## config.mk

```make
export PLATFORM = sky130hd
export DESIGN_NAME = rr_arb4_flat
export DESIGN_NICKNAME = d
export VERILOG_FILES = /design/src/rtl/rr_arb4_pkg.sv /design/src/rtl/rr_arb4_if.sv /design/src/rtl/rr_arb4_pick.sv /design/src/rtl/rr_arb4.sv /design/src/flat_wrapper.sv
export SDC_FILE = /design/constraint.sdc
export NUM_CORES = 1
export LEC_CHECK = 0
export ABC_AREA = 1
export CAP_MARGIN = 10
export CORE_ASPECT_RATIO = 0.9
export CORE_MARGIN = 2
export CORE_UTILIZATION = 40
export DETAILED_ROUTE_END_ITERATION = 8
export DONT_BUFFER_PORTS = 1
export GPL_ROUTABILITY_DRIVEN = 0
export PLACE_DENSITY = 0.62
export REMOVE_ABC_BUFFERS = 1
export SYNTH_ARGS = -nofsm -noshare
export SYNTH_HDL_FRONTEND = slang
export SYNTH_SLANG_ARGS = --single-unit
```

## constraint.sdc

```tcl
create_clock -name clk -period 2.25 [get_ports clk]
set_input_delay 0.45 -clock clk [delete_from_list [all_inputs] [get_ports clk]]
set_output_delay 0.45 -clock clk [all_outputs]
set_load 0.02 [all_outputs]
```

## src/rtl/rr_arb4_pkg.sv

```systemverilog
// Shared types and helpers for the four-channel round-robin arbiter.
package arb_pkg;

  localparam int NCH   = 4;
  localparam int SEL_W = 2;

  typedef enum logic {
    IDLE = 1'b0,
    BUSY = 1'b1
  } arb_state_t;

  typedef logic [SEL_W-1:0] sel_t;
  typedef logic [NCH-1:0]   chan_t;

  // One-hot channel vector for a channel index.
  function automatic chan_t onehot(input sel_t idx);
    onehot = chan_t'(4'b0001) << idx;
  endfunction

  // Next channel index in search order, wrapping 3 -> 0.
  function automatic sel_t sel_inc(input sel_t idx);
    sel_inc = idx + 2'd1;
  endfunction

endpackage

```

## src/rtl/rr_arb4_if.sv

```systemverilog
// Request/grant bundle between the requesters and the round-robin arbiter.
interface rr_arb4_if;
  import arb_pkg::*;

  chan_t req;
  chan_t last;
  logic  out_ready;
  sel_t  S;
  chan_t grant;
  logic  out_valid;
  chan_t ack;
  logic  err;

  // Requester / downstream side.
  modport master (
    output req, last, out_ready,
    input  S, grant, out_valid, ack, err
  );

  // Arbiter side.
  modport slave (
    input  req, last, out_ready,
    output S, grant, out_valid, ack, err
  );

endinterface

```

## src/rtl/rr_arb4_pick.sv

```systemverilog
// Rotating-priority picker: first set request bit starting at ptr, wrapping mod 4.
module rr_pick4
  import arb_pkg::*;
(
  input  chan_t req,
  input  sel_t  ptr,
  output logic  found,
  output sel_t  idx
);

  chan_t rot_s;
  sel_t  off_s;

  // Rotate so that rot_s[k] is the request of channel ptr+k.
  always_comb begin
    rot_s = req;
    case (ptr)
      2'd0:    rot_s = req;
      2'd1:    rot_s = {req[0],   req[3:1]};
      2'd2:    rot_s = {req[1:0], req[3:2]};
      2'd3:    rot_s = {req[2:0], req[3]};
      default: rot_s = req;
    endcase
  end

  // Fixed priority on the rotated vector, then translate back to a channel index.
  always_comb begin
    found = 1'b1;
    off_s = 2'd0;
    casez (rot_s)
      4'b???1: off_s = 2'd0;
      4'b??10: off_s = 2'd1;
      4'b?100: off_s = 2'd2;
      4'b1000: off_s = 2'd3;
      default: begin
        found = 1'b0;
        off_s = 2'd0;
      end
    endcase
    idx = ptr + off_s;
  end

endmodule

```

## src/rtl/rr_arb4.sv

```systemverilog
// Four-channel round-robin arbiter with burst lock and registered select/grant.
module rr_arb4
  import arb_pkg::*;
#(
  parameter int unsigned START = 0,
  parameter int          NCH   = 4
) (
  input logic       clk,
  input logic       rst_n,
  rr_arb4_if.slave  bus
);

  if (NCH != 4) begin : g_nch_chk
    $error("rr_arb4 supports exactly four channels");
  end

  arb_state_t state_r, state_nxt_s;
  sel_t       ptr_r, ptr_nxt_s;
  sel_t       sel_r, sel_nxt_s;
  chan_t      grant_r, grant_nxt_s;
  logic       valid_r, valid_nxt_s;
  logic       err_r, err_nxt_s;

  logic       xfer_s;
  logic       burst_end_s;
  logic       viol_s;
  chan_t      pick_req_s;
  sel_t       pick_ptr_s;
  logic       found_s;
  sel_t       idx_s;

  // Beat accepted this cycle, end of burst, and request dropped mid-grant.
  always_comb begin
    xfer_s      = valid_r & bus.out_ready;
    burst_end_s = 1'b0;
    viol_s      = 1'b0;
    if (state_r == BUSY) begin
      burst_end_s = xfer_s & bus.last[sel_r];
      viol_s      = ~bus.req[sel_r] & ~xfer_s;
    end else begin
      burst_end_s = 1'b0;
      viol_s      = 1'b0;
    end
  end

  // Picker inputs: full request set from ptr when idle, others from S+1 at burst end.
  always_comb begin
    pick_req_s = bus.req;
    pick_ptr_s = ptr_r;
    if (state_r == BUSY) begin
      pick_req_s = bus.req & ~onehot(sel_r);
      pick_ptr_s = sel_inc(sel_r);
    end else begin
      pick_req_s = bus.req;
      pick_ptr_s = ptr_r;
    end
  end

  rr_pick4 u_pick (
    .req   (pick_req_s),
    .ptr   (pick_ptr_s),
    .found (found_s),
    .idx   (idx_s)
  );

  // Next-state logic for the grant FSM and the priority pointer.
  always_comb begin
    state_nxt_s = state_r;
    ptr_nxt_s   = ptr_r;
    sel_nxt_s   = sel_r;
    grant_nxt_s = grant_r;
    valid_nxt_s = valid_r;
    err_nxt_s   = 1'b0;
    case (state_r)
      IDLE: begin
        if (found_s) begin
          state_nxt_s = BUSY;
          sel_nxt_s   = idx_s;
          grant_nxt_s = onehot(idx_s);
          valid_nxt_s = 1'b1;
        end else begin
          state_nxt_s = IDLE;
          grant_nxt_s = 4'b0000;
          valid_nxt_s = 1'b0;
        end
      end
      BUSY: begin
        if (viol_s) begin
          // Requester abandoned its grant: flag it and drop back without rotating.
          state_nxt_s = IDLE;
          grant_nxt_s = 4'b0000;
          valid_nxt_s = 1'b0;
          err_nxt_s   = 1'b1;
        end else if (burst_end_s) begin
          // Burst done: rotate and hand over in the same cycle, no bubble.
          ptr_nxt_s = sel_inc(sel_r);
          if (found_s) begin
            state_nxt_s = BUSY;
            sel_nxt_s   = idx_s;
            grant_nxt_s = onehot(idx_s);
            valid_nxt_s = 1'b1;
          end else begin
            state_nxt_s = IDLE;
            grant_nxt_s = 4'b0000;
            valid_nxt_s = 1'b0;
          end
        end else begin
          // Stalled or mid-burst: grant stays locked.
          state_nxt_s = BUSY;
        end
      end
      default: begin
        state_nxt_s = IDLE;
        grant_nxt_s = 4'b0000;
        valid_nxt_s = 1'b0;
      end
    endcase
  end

  // State and output registers with synchronous active-low reset.
  always_ff @(posedge clk) begin
    if (!rst_n) begin
      state_r <= IDLE;
      ptr_r   <= sel_t'(START);
      sel_r   <= 2'd0;
      grant_r <= 4'b0000;
      valid_r <= 1'b0;
      err_r   <= 1'b0;
    end else begin
      state_r <= state_nxt_s;
      ptr_r   <= ptr_nxt_s;
      sel_r   <= sel_nxt_s;
      grant_r <= grant_nxt_s;
      valid_r <= valid_nxt_s;
      err_r   <= err_nxt_s;
    end
  end

  assign bus.S         = sel_r;
  assign bus.grant     = grant_r;
  assign bus.out_valid = valid_r;
  assign bus.err       = err_r;
  assign bus.ack       = grant_r & {4{xfer_s}};

endmodule

```

## src/flat_wrapper.sv

```systemverilog
// flat-port wrapper written by rule: the top's interface ports become plain ports
module rr_arb4_flat import arb_pkg::*;
#(
  parameter int unsigned START = 0,
  parameter int          NCH   = 4
)
  (clk, rst_n, bus_req, bus_last, bus_out_ready, bus_S, bus_grant, bus_out_valid, bus_ack, bus_err);
  rr_arb4_if bus_i ();
  input logic clk;
  input logic rst_n;
  input wire logic [$bits(bus_i.req)-1:0] bus_req;
  input wire logic [$bits(bus_i.last)-1:0] bus_last;
  input wire logic [$bits(bus_i.out_ready)-1:0] bus_out_ready;
  output wire logic [$bits(bus_i.S)-1:0] bus_S;
  output wire logic [$bits(bus_i.grant)-1:0] bus_grant;
  output wire logic [$bits(bus_i.out_valid)-1:0] bus_out_valid;
  output wire logic [$bits(bus_i.ack)-1:0] bus_ack;
  output wire logic [$bits(bus_i.err)-1:0] bus_err;
  assign bus_i.req = bus_req;
  assign bus_i.last = bus_last;
  assign bus_i.out_ready = bus_out_ready;
  assign bus_S = bus_i.S;
  assign bus_grant = bus_i.grant;
  assign bus_out_valid = bus_i.out_valid;
  assign bus_ack = bus_i.ack;
  assign bus_err = bus_i.err;
  rr_arb4 #(.START(START), .NCH(NCH)) u_core (.clk(clk), .rst_n(rst_n), .bus(bus_i));
endmodule
```

### After elaboration in Yosys (flattened, before gate mapping)

Index checks and enable logic that the tools add are counted.

| operators by class | value |
|---|---|
| add/sub/neg operators | 2 |
| multipliers | 0 |
| divide/modulo/power cells | 0 |
| $lt $le $gt $ge | 1 |
| equal/unequal tests | 9 |
| shift-type cells | 2 |
| muxes and demuxes | 27 |
| bitwise logic cells | 10 |
| reduce and logical (&&, ||, !) cells | 5 |

Operators by type and width:

| cell | count |
|---|---|
| $mux 4 | 4 |
| $pmux 4 s4 | 1 |
| $mux 1 | 11 |
| $and 4x4->4 | 2 |
| $mux 2 | 4 |
| $pmux 4 s2 | 1 |
| $shl 1x2->4 const A | 2 |
| $eq 2x2->1 const B | 3 |
| $pmux 2 s3 | 1 |
| $bmux 1 s2 | 2 |
| $eq 4x4->1 const B | 1 |
| $ne 2x2->1 const B | 2 |
| $not 1->1 | 4 |
| $not 4->4 | 1 |
| $pmux 1 s2 | 2 |
| $pmux 2 s2 | 1 |
| $reduce_and 2->1 | 2 |
| $reduce_or 4->1 | 1 |
| $and 1x1->1 | 3 |
| $eq 3x3->1 const B | 1 |
| $lt 2x3->1 const B | 1 |
| $ne 3x3->1 const B | 1 |
| $reduce_and 3->1 | 1 |
| $add 2x1->2 const B | 1 |
| other kinds (3) | 3 |

| storage, ports and cells | value |
|---|---|
| flip-flop bits (word level) | 11 |
| bits in latches | 0 |
| RAM bits | 0 |
| bits in read-only memories | 0 |
| input bits | 11 |
| memories | 0 |

### Longest topological paths before layout

Gate-level depths: netlist of the first run.

| logic depth | value |
|---|---|
| depth after elaboration | 13 |
| gate-level depth with buffers | 18 |
| depth with buffers taken out | 18 |

### Modules after synthesis

A second synthesis of the first run with hierarchy kept.

| second synthesis, totals | value |
|---|---|
| cell total of the unflattened synthesis | 146 |
| area total of the unflattened synthesis | 950.9 µm² |

Modules (own cells, without submodules):

| module | times used | cells an instance | area each (µm²) | seq. area each (µm²) |
|---|---|---|---|---|
| rr_arb4 | 1 | 104 | 696.9 | 220.2 |
| rr_pick4 | 1 | 42 | 254.0 | 0.0 |

### Least setup slack after synthesis of the first run

No wires, ideal clock.

| timing | value |
|---|---|
| path kind | register to register |
| from | register u_core.sel_r[0], in the netlist u_core.bus.S[0] |
| to | register u_core.grant_r[0], in the netlist u_core.bus.grant[0] |
| library setup time | 0.117 ns |
| arrival time | 2.406 ns |
| data required time | 2.133 ns |
| path slack | -0.273 ns |
| stages on the path, launching flop included | 18 |
| buffers on the path | 1 |
| clock period less this slack | 2.523 ns |
| cells stage by stage | dfxtp_1 inv_2 ha_1 nand2_1 nand2_1 buf_6 nand3_1 nand4_2 a21oi_1 nor2_1 ha_1 xor2_1 inv_1 nand3_1 nand2_2 nor2_1 nor2_1 nor2_1 |

| on the way | value |
|---|---|
| cells in the longest elaborated chain, start to end | 13 |
| elaborated cells between the ends (all ways) | 33 |
| classes of those cells | 2 x add/sub; 7 x eq/ne; 2 x shift; 15 x mux; 5 x bitwise; 2 x reduce/logical |

RTL lines:

| element | RTL line | RTL |
|---|---|---|
| start, declared | rr_arb4.sv:19 | `sel_t sel_r, sel_nxt_s;` |
| start signal, assigned | rr_arb4.sv:132 | `sel_r <= sel_nxt_s;` |
| branches (longest 13 deep; another with $add 2x1->2) | n/a |  |
| end signal, assigned | rr_arb4.sv:133 | `grant_r <= grant_nxt_s;` |
| end, declared | rr_arb4.sv:20 | `chan_t grant_r, grant_nxt_s;` |

Several ways; the timed one is not identified. The select of a mux whose other input is x is not followed.
A chain may end at the register's enable or synchronous reset.

### Worst setup path in the final report of the first run

| timing | value |
|---|---|
| from | register u_core.sel_r[0], in the netlist u_core.bus.S[0] |
| to | register u_core.grant_r[1], in the netlist u_core.bus.grant[1] |

Same word-level chain as after synthesis.

==> results.py, run 1 <==
metrics = {
    "detailed_routing": {
        "vias_per_cell": 5.49,
        "dr.pass1.iters": 4,
        "ant_nets": 0,
        "drt_wl_total_um": 3220,
        "drcViolationCount": 0,
        "initialDrtViolationCount": 55,
        "vias": 1136,
        "routedWlPerCell_um": 15.6,
    },
    "yosys": {
        "synth_flop_cell": "dfxtp_1",
        "synth-seq-cells": 11,
        "synthTopCellsByCount": "26 x nand2_1, 25 x nor2_1, 17 x inv_1, 15 x nand3_1, 12 x a21oi_1",
        "post-synth-top-count-cell": "nand2_1",
        "avgSynthCellArea_um2": 6.48,
        "synthDistinctLibCells": 24,
        "synth_area_leaders": "dfxtp_1 23%, nand2_1 10%, nor2_1 10%, nand3_1 8.0%, inv_1 6.8%",
        "synth.top_cell.area_share": 0.234,
        "synth-edff-count": 0,
        "synth_seq_area_share": 0.234,
        "yosys_warnings": 0,
        "syn-instance-count": 145,
        "synth_area_leader_cell": "dfxtp_1",
        "synthArstFlopShare": 0,
        "syn_area_um2": 940,
    },
    "setup_path": {
        "reg2reg_to": "u_core.bus.grant[1]",
        "slowest_stage": "dfxtp_4",
        "path_class": "reg -> reg",
        "worst-path-buf-inv": 2,
        "ff2ff_setup_slack_ns": -0.09,
        "cpPeakStageDelay_ns": 0.37,
        "cp_common_cell": "nor2_1",
        "cp.depth": 16,
        "startpoint_type": "flop",
        "ff2ff_path_depth": 16,
        "end_kind": "flop",
        "critPathCapture": "u_core.bus.grant[1]",
        "rr_startpoint": "u_core.bus.S[0]",
        "critPathMaxFanout": 5,
        "crit_start": "u_core.bus.S[0]",
        "critPathTopFamily": "simple AND/OR/NAND/NOR gates",
        "path_cells": "inv_2, ha_4, a21oi_2, nand3_2, nand2_2, o21bai_4, a21oi_2, nor2_2, ha_2, xor2_2, inv_1, nand3_2, nand2_4, nor2_1, nor2_1, nor2_1",
        "worstPathArrival_ns": 2.51,
        "crit_required_ns": 2.42,
    },
    "clocking": {
        "cts_made_buffers": 3,
        "cts_root_buffer": "clkbuf_4",
        "insertion_delay_ns": 0.29,
        "path_clk_slew_ns": 0.08,
        "clock-sinks": 11,
        "cts_tree": "done",
        "hold_buffers": 0,
        "clockBufferDepth": 2,
        "htreeDepth": 1,
    },
    "run_status": {
        "violations": "negative setup slack",
        "status": "complete, but fails checks",
    },
    "grt": {
        "grt_overflow": 0,
        "grt_use_total": 0.218,
        "grt_max_degree": 10,
        "grt_pass1_wl_um": 4420,
        "antenna_found_initial": 0,
        "grt_pass1_vias": 1027,
    },
    "cells_and_area": {
        "final_core_util": 0.671,
        "instances_no_fill": 207,
        "area_growth_pct": 57.3,
        "drive_gt1_frac": 0.489,
        "fin_nets": 197,
        "antennaDiodeCount": 0,
    },
    "placed_design": {
        "hpwl_um": 1830,
        "port_buffers": 0,
        "dp_cells": 184,
        "place_ws_ns": -0.193,
    },
    "power_and_ir_drop": {
        "p_per_area_nw_per_um2": 1590,
        "power_leakage_nw": 0.638,
        "peakVddDrop_uv": 924,
    },
    "sta": {
        "holdWs_ns": 0.302,
        "rsz0062_at_grt": "yes",
        "slew_violations": 0,
        "max_freq_mhz": 427,
        "skew_ns": 0.00830,
        "finalHoldViolations": 0,
        "tns_ns": -0.331,
        "tightest_slew_ns": 0.405,
        "setup_violations": 5,
        "slew_headroom": 0.729,
        "fin_crit_sh": 1.04,
        "postLayoutSetupSlackWorst_ns": -0.0894,
        "fin_crit_ns": 2.34,
    },
    "floorplanning": {
        "start_util": 0.427,
        "die-height_um": 50.0,
        "die_w_um": 55.1,
        "num_rows": 16,
        "dieArea_um2": 2750,
        "core-area_um2": 2200,
        "ios": 23,
    },
    "min_path": {
        "hp-start": "rst_n",
        "hp-class": "in -> reg",
    },
    "run": {
        "cap_violations": 0,
    },
}
## final cells by class
| type | count | area (um^2) |
|---|---|---|
| Clock buffer | 4 | 26.3 |
| Multi-Input combinational cell | 113 | 830 |
| Inverter | 20 | 75.1 |
| Sequential cell | 11 | 229 |
| Tap cell | 27 | 33.8 |
| Timing Repair Buffer | 32 | 284 |
| Fill cell | 160 | 724 |
## flip-flops by register name, indices dropped and copies added, names as in the netlist
name	flops
u_core.bus.out_valid	1
u_core.bus.S	2
u_core.bus.grant	4
u_core.ptr_r	2
u_core.bus.err	1
u_core.state_r	1
## where the power goes
group	internal [W]	switching [W]	total (W)
sequential	0.000260	0.0000940	0.000354
combinational	0.000825	0.00103	0.00185
clock	0.0000690	0.0000758	0.000145
total	0.00115	0.00120	0.00235
## worst register-to-register path, delay by kind of cell (launching register included)
kind / cells / cell delay [ns]
and+or+nand+nor: 8 / 0.71
AOI/OAI and AO/OA: 3 / 0.54
DFF: 1 / 0.37
adders and majority gates: 2 / 0.34
xor gates and xnor gates: 1 / 0.15
buffers and inverters: 2 / 0.13
## metrics by stage
stage	cell area (um^2)	total power [W]
floorplan	917	0.00116
global route	1480	0.00252
detailed placement	1060	0.00149
finish	1480	0.00235
global placement	1060	0.00146
CTS	1290	0.00198
## per-layer routing
metal,share of wire,vias to the layer above,track usage
li1,-,540,-
met1,0.39,533,0.262
met2,0.50,48,0.379
met3,0.076,15,0.0727
met4,0.036,0,0.0244
met5,0,-,0
## kinds of logic (layout without fill, tap and decap cells)
kind of cell | Yosys count | after routing | share of synthesized area
DFF | 11 | 11 | 0.234
adders and majority gates | 5 | 5 | 0.0666
AOI/OAI and AO/OA | 25 | 25 | 0.169
xor gates and xnor gates | 1 | 1 | 0.00932
and+or+nand+nor | 81 | 82 | 0.417
buffers and inverters | 22 | 56 | 0.104
## timing repair
item / CTS / global route
pin swaps: 21 / 12
gates cloned: 1 / 1
resized for setup: 30 / 25
buffers inserted: 12 / 5
setup endpoints to repair: 5 / 8
endpoints found under the hold margin: 0 / 0
## placed cells by master (no fill, tap or decap), types with 2 or more instances in the layout
cell | synthesis | final
inv_1 | 17 | 15
nor2_1 | 25 | 19
a21oi_1 | 12 | 11
nor3_1 | 2 | 2
nand2_1 | 26 | 21
clkbuf_4 | 0 | 3
nand2_4 | 0 | 6
buf_6 | 2 | 3
o21ai_0 | 5 | 5
ha_4 | 0 | 4
dfxtp_4 | 0 | 2
buf_8 | 0 | 2
nand3_1 | 15 | 6
inv_2 | 2 | 4
nor2_2 | 0 | 5
a21oi_4 | 0 | 3
nand3_2 | 2 | 11
buf_4 | 0 | 26
nand2_2 | 7 | 7
nor2_4 | 1 | 2
a21oi_2 | 4 | 2
dfxtp_1 | 11 | 8
## how the worst min path moves through the flow
stage	to	slack, ns	depth (start not counted)
final	u_core.ptr_r[0]	0.30	2
after global routing	u_core.ptr_r[0]	0.29	2
after CTS	u_core.ptr_r[0]	0.31	2
after detailed placement	u_core.ptr_r[1]	0.46	2
after global placement	u_core.ptr_r[1]	0.46	2
after floorplan	u_core.ptr_r[1]	0.44	2
No activity file was read; power rests on OpenSTA's default activity.
==> run 2: changes to the inputs <==
Settings changed: ABC_AREA 1 to unset.
==> run 2 against run 1 <==
The run still ends with negative setup slack left. Combinational power down 61%. Global-route usage is 2.7 points lower. Sequential power fell by 8.8%. First-iteration DRC count down 58%. Setup slack better by 0.078 ns. Cell count fell by 28%. Via count shrank 24%. Wire length is 26% lower. Total power is 50% lower. Core utilization down 6.4 points.
==> results.py, run 2 <==
metrics = {
    "detailed_routing": {
        "dr.pass1.iters": 6,
        "routedWlPerCell_um": 16.0,
        "initialDrtViolationCount": 23,
        "drt_wl_total_um": 2380,
        "vias": 868,
        "vias_per_cell": 5.83,
        "drcViolationCount": 0,
        "ant_nets": 0,
    },
    "power_and_ir_drop": {
        "p_switching_w": 0.000500,
        "peakVddDrop_uv": 511,
        "power_w": 0.00118,
        "pwr-share-comb": 0.607,
        "p_clk_frac": 0.119,
        "switching_share": 0.424,
        "power_leakage_nw": 0.500,
        "seq_power_share": 0.274,
        "p_int_w": 0.000680,
        "p_per_area_nw_per_um2": 1010,
    },
    "sta": {
        "slew_headroom": 0.705,
        "finalHoldViolations": 0,
        "max_freq_mhz": 442,
        "slew_violations": 0,
        "tns_ns": -0.0117,
        "postLayoutSetupSlackWorst_ns": -0.0117,
        "fin_crit_ns": 2.26,
        "setup_violations": 1,
        "rsz0062_at_grt": "yes",
        "skew_ns": 0.0102,
        "fin_crit_sh": 1.01,
        "tightest_slew_ns": 0.431,
    },
    "yosys": {
        "syn-instance-count": 99,
        "synth-xor-area-share": 0.0315,
        "synth_mux_area_frac": 0.116,
        "synth-simple-area-share": 0.207,
        "synth_top_family_by_area": "compound AO/OA/AOI/OAI gates",
        "synthAdderAreaFrac": 0.0751,
        "synthArstFlopShare": 0,
        "synth-edff-count": 0,
        "synth_seq_area_share": 0.264,
        "yosys_warnings": 0,
        "synth_flop_cell": "dfxtp_1",
        "syn_area_um2": 833,
        "synth-seq-cells": 11,
        "synth_compound_area_frac": 0.270,
        "synth_area_leaders": "dfxtp_1 26%, ha_1 7.5%, mux4_1 6.3%, o21ai_0 5.4%, nand2_1 5.4%",
        "avgSynthCellArea_um2": 8.42,
        "synthDistinctLibCells": 35,
        "synthTopCellsByCount": "12 x nand2_1, 11 x dfxtp_1, 9 x o21ai_0",
        "synth_area_leader_cell": "dfxtp_1",
        "post-synth-top-count-cell": "nand2_1",
        "synth.top_cell.area_share": 0.264,
    },
    "floorplanning": {
        "dieArea_um2": 2460,
        "die_w_um": 52.1,
        "num_rows": 15,
        "ios": 23,
        "die-height_um": 47.3,
        "start_util": 0.431,
        "core-area_um2": 1930,
    },
    "setup_path": {
        "worst-path-buf-inv": 1,
        "worstPathArrival_ns": 2.42,
        "cp_common_cell": "ha_4",
        "path_class": "reg -> reg",
        "crit_required_ns": 2.41,
        "cpPeakStageDelay_ns": 0.38,
        "startpoint_type": "flop",
        "ff2ff_setup_slack_ns": -0.01,
        "critPathTopFamily": "compound AO/OA/AOI/OAI gates",
        "path_cells": "inv_2, ha_4, mux2i_4, nor2_1, o32a_1, ha_4, xnor2_4, xor2_1, a22o_1",
        "critPathMaxFanout": 6,
        "slowest_stage": "dfxtp_4",
        "end_kind": "flop",
    },
    "grt": {
        "grt_pass1_wl_um": 3330,
        "grt_pass1_vias": 754,
        "grt_overflow": 0,
        "grt_use_total": 0.192,
        "grt_max_degree": 12,
        "antenna_found_initial": 0,
    },
    "clocking": {
        "clockBufferDepth": 2,
        "cts_made_buffers": 3,
        "path_clk_slew_ns": 0.08,
        "insertion_delay_ns": 0.28,
        "cts_root_buffer": "clkbuf_4",
        "clock-sinks": 11,
        "htreeDepth": 1,
        "hold_buffers": 0,
        "cts_tree": "done",
    },
    "cells_and_area": {
        "largest_register_ffs": 4,
        "mostFrequentLayoutCells": "22 x buf_4, 12 x nand2_1, 8 x dfxtp_1",
        "drive_gt1_frac": 0.379,
        "fin_nets": 141,
        "antennaDiodeCount": 0,
        "instances_no_fill": 149,
        "final_common_cell": "buf_4",
        "area_growth_pct": 40.8,
    },
    "placed_design": {
        "port_buffers": 0,
        "dp_cells": 142,
        "hpwl_um": 1620,
    },
    "run_status": {
        "violations": "negative setup slack",
        "status": "complete, but fails checks",
    },
    "run": {
        "cap_violations": 0,
    },
    "min_path": {
        "hp-class": "in -> reg",
    },
}
run 2: changes by cell type after synthesis, moves of 3 or more:
cell | previous run | this run
nor2b_1 | 0 | 5
nand2_1 | 26 | 12
mux2i_1 | 0 | 3
and3_1 | 0 | 6
o21ai_0 | 5 | 9
nand2_2 | 7 | 0
nand3_1 | 15 | 2
nor2_1 | 25 | 6
a21oi_2 | 4 | 1
a21oi_1 | 12 | 6
inv_1 | 17 | 5
run 2: final timing paths:
| path | startpoint | to | depth (start not counted) |
|---|---|---|---|
| worst max-delay path | u_core.bus.S[1] | u_core.bus.grant[0] | 9 |
| worst min-delay path | rst_n | u_core.ptr_r[0] | 1 |
| worst min register to register | u_core.ptr_r[0] | u_core.ptr_r[0] | 1 |
| worst max register to register | u_core.bus.S[1] | u_core.bus.grant[0] | 9 |
run 2: what timing repair did:
item                                   in CTS  in global routing
endpoints found under the hold margin       0                  0
gates cloned                                0                  0
pin swaps                                   3                  7
setup endpoints to repair                   5                  6
buffers inserted                            0                  3
resized for setup                          11                 18
run 2: metrics by stage:
step / utilization / hold WS, ns / cell area [um^2] / worst slack [ns]
2_1_floorplan: - / 0.473 / 822 / -0.401
3_3_place_gp: 0.519 / 0.488 / 1000 / -0.173
3_5_place_dp: 0.519 / 0.496 / 1000 / -0.264
4_1_cts: 0.557 / 0.296 / 1080 / 0.00359
5_1_grt: 0.607 / 0.291 / 1170 / -0.0656
6_report: 0.607 / 0.296 / 1170 / -0.0117
run 2: power by group through the flow:
stage	sequential, W	clock, W	combinational, W
after floorplan	0.000336	0	0.000304
after global placement	0.000311	0	0.000515
after detailed placement	0.000311	0	0.000529
after CTS	0.000309	0.000144	0.000600
after global routing	0.000328	0.000156	0.000762
final	0.000323	0.000141	0.000717
run 2: cell type report:
type	count	area [um^2]
fill	146	759
inverter	5	21.3
clock buffer	4	26.3
tap	25	31.3
sequential	11	226
timing repair buffer	23	176
multi-input combinational	81	692
run 2: logic make-up after synthesis:
family	Yosys count
AOI/OAI and AO/OA	32
buffers and inverters	7
muxes	6
DFF	11
xor gates and xnor gates	3
and+or+nand+nor	35
adders and majority gates	5
run 2: layer usage:
| metal | part of all wire | vias up | wire length [um] | track usage |
|---|---|---|---|---|
| met5 | 0 | - | 0 | 0 |
| met4 | 0.032 | 0 | 76 | 0.0895 |
| met3 | 0.084 | 8 | 199 | 0.0732 |
| met2 | 0.48 | 37 | 1140 | 0.306 |
| met1 | 0.41 | 406 | 964 | 0.231 |
| li1 | - | 417 | - | - |
==> run 3: changes to the inputs <==
Settings changed: REMOVE_ABC_BUFFERS 1 to unset.
==> run 3 against run 2 <==
The flow now finishes without violations. Non-clock buffer count decreased by 5. Clock power shrank 4%. Critical endpoint is now u_core.bus.grant[2]. Worst hold slack improved by 0.026 ns. Critical path depth increased by 1. Design area shrank 3.3%. Setup slack improved by 0.080 ns. Combinational power down 6.7%.
==> results.py, run 3 (synthesized netlist as in run 2, its figures left out) <==
metrics = {
    "sta": {
        "tns_ns": 0,
        "skew_ns": 0.00572,
        "finalHoldViolations": 0,
        "max_freq_mhz": 458,
        "fin_crit_sh": 0.970,
        "holdWs_ns": 0.323,
        "tightest_slew_ns": 0.613,
        "rsz0062_at_grt": "yes",
        "fin_crit_ns": 2.18,
        "slew_headroom": 0.592,
        "setup_violations": 0,
        "slew_violations": 0,
    },
    "detailed_routing": {
        "drcViolationCount": 0,
        "vias": 789,
        "routedWlPerCell_um": 14.7,
        "initialDrtViolationCount": 15,
        "dr.pass1.iters": 4,
        "ant_nets": 0,
        "vias_per_cell": 5.48,
        "drt_wl_total_um": 2120,
    },
    "cells_and_area": {
        "area_growth_pct": 36.2,
        "final_common_cell": "buf_4",
        "n_fill_cell": 169,
        "final_core_util": 0.587,
        "mostFrequentLayoutCells": "18 x buf_4, 11 x nand2_1, 8 x dfxtp_1",
        "antennaDiodeCount": 0,
        "fin_nets": 136,
        "drive_gt1_frac": 0.345,
        "largest_register_ffs": 4,
        "instances_no_fill": 144,
    },
    "floorplanning": {
        "die-height_um": 47.3,
        "start_util": 0.431,
        "dieArea_um2": 2460,
        "die_w_um": 52.1,
        "num_rows": 15,
        "core-area_um2": 1930,
        "ios": 23,
    },
    "grt": {
        "grt_use_total": 0.181,
        "grt_pass1_wl_um": 3210,
        "grt_pass1_vias": 739,
        "antenna_found_initial": 0,
        "grt_overflow": 0,
        "grt_max_degree": 12,
    },
    "power_and_ir_drop": {
        "p_per_area_nw_per_um2": 992,
        "pwr-share-comb": 0.595,
        "p_clk_frac": 0.121,
        "power_w": 0.00113,
        "p_int_w": 0.000658,
        "p_switching_w": 0.000467,
        "peakVddDrop_uv": 480,
        "power_leakage_nw": 0.485,
        "seq_power_share": 0.285,
        "switching_share": 0.415,
    },
    "setup_path": {
        "end_kind": "flop",
        "startpoint_type": "flop",
        "crit_required_ns": 2.41,
        "path_class": "reg -> reg",
        "worstPathArrival_ns": 2.34,
        "critPathMaxFanout": 5,
    },
    "clocking": {
        "cts_made_buffers": 3,
        "hold_buffers": 0,
        "clockBufferDepth": 2,
        "clock-sinks": 11,
        "cts_root_buffer": "clkbuf_4",
        "htreeDepth": 1,
        "insertion_delay_ns": 0.26,
        "path_clk_slew_ns": 0.08,
        "cts_tree": "done",
    },
    "run_status": {
        "status": "finished clean",
    },
    "placed_design": {
        "hpwl_um": 1660,
        "dp_cells": 138,
        "port_buffers": 0,
    },
    "yosys": {
        "synth.net_count": 115,
    },
    "min_path": {
        "hp-class": "in -> reg",
    },
    "run": {
        "cap_violations": 0,
    },
}
run 3: worst max-delay path: stages, from the launching register on:
cell     delay, ns
dfxtp_4       0.38
inv_2         0.06
ha_4          0.28
mux2i_4       0.08
o21ai_2       0.13
a21oi_1       0.07
o32a_1        0.33
ha_4          0.19
xnor2_4       0.23
xnor2_2       0.11
a22o_1        0.22
run 3: path summary, 6_finish.rpt:
check        slack (ns)  cells past startpoint            start                   to
max                0.07                     10  u_core.bus.S[1]  u_core.bus.grant[2]
min                0.32                      1            rst_n      u_core.ptr_r[0]
max reg2reg        0.07                     10  u_core.bus.S[1]  u_core.bus.grant[2]
min reg2reg        0.53                      1  u_core.ptr_r[0]      u_core.ptr_r[0]
run 3: final cells by class:
class,instances,area (um^2),share of cell area
multi-input cells,81,692,0.610
flip-flops and latches,11,229,0.202
repair buffers,18,135,0.119
well taps,25,31.3,0.0276
clock buffers,4,26.3,0.0232
inverters,5,21.3,0.0187
run 3: power groups by stage:
stage	Sequential, W	Clock (W)	Combinational (W)
floorplan	0.000339	0	0.000359
global placement	0.000319	0	0.000546
detailed placement	0.000321	0	0.000556
CTS	0.000316	0.000138	0.000578
global route	0.000326	0.000149	0.000725
finish	0.000321	0.000136	0.000669
run 3: what timing repair did:
action                     in CTS  in global routing
setup endpoints to repair       3                  6
setup buffers                   0                  2
pin swaps                       0                  4
resized for setup               1                 16
run 3: through the flow:
| stage | cell area [um^2] | setup WS (ns) |
|---|---|---|
| finish | 1130 | 0.0680 |
| global route | 1130 | -0.0295 |
| CTS | 1050 | 0.00658 |
| detailed placement | 1010 | -0.00618 |
| global placement | 1010 | 0.0321 |
| floorplan | 875 | 0.0109 |
run 3: per-layer routing:
layer / GRT usage / vias to the layer above / wire length (um)
met1: 0.238 / 365 / 993
met3: 0.0191 / 2 / 58
met4: 0.0842 / 0 / 25
met2: 0.304 / 14 / 1040
met5: 0 / - / 0
li1: - / 408 / -
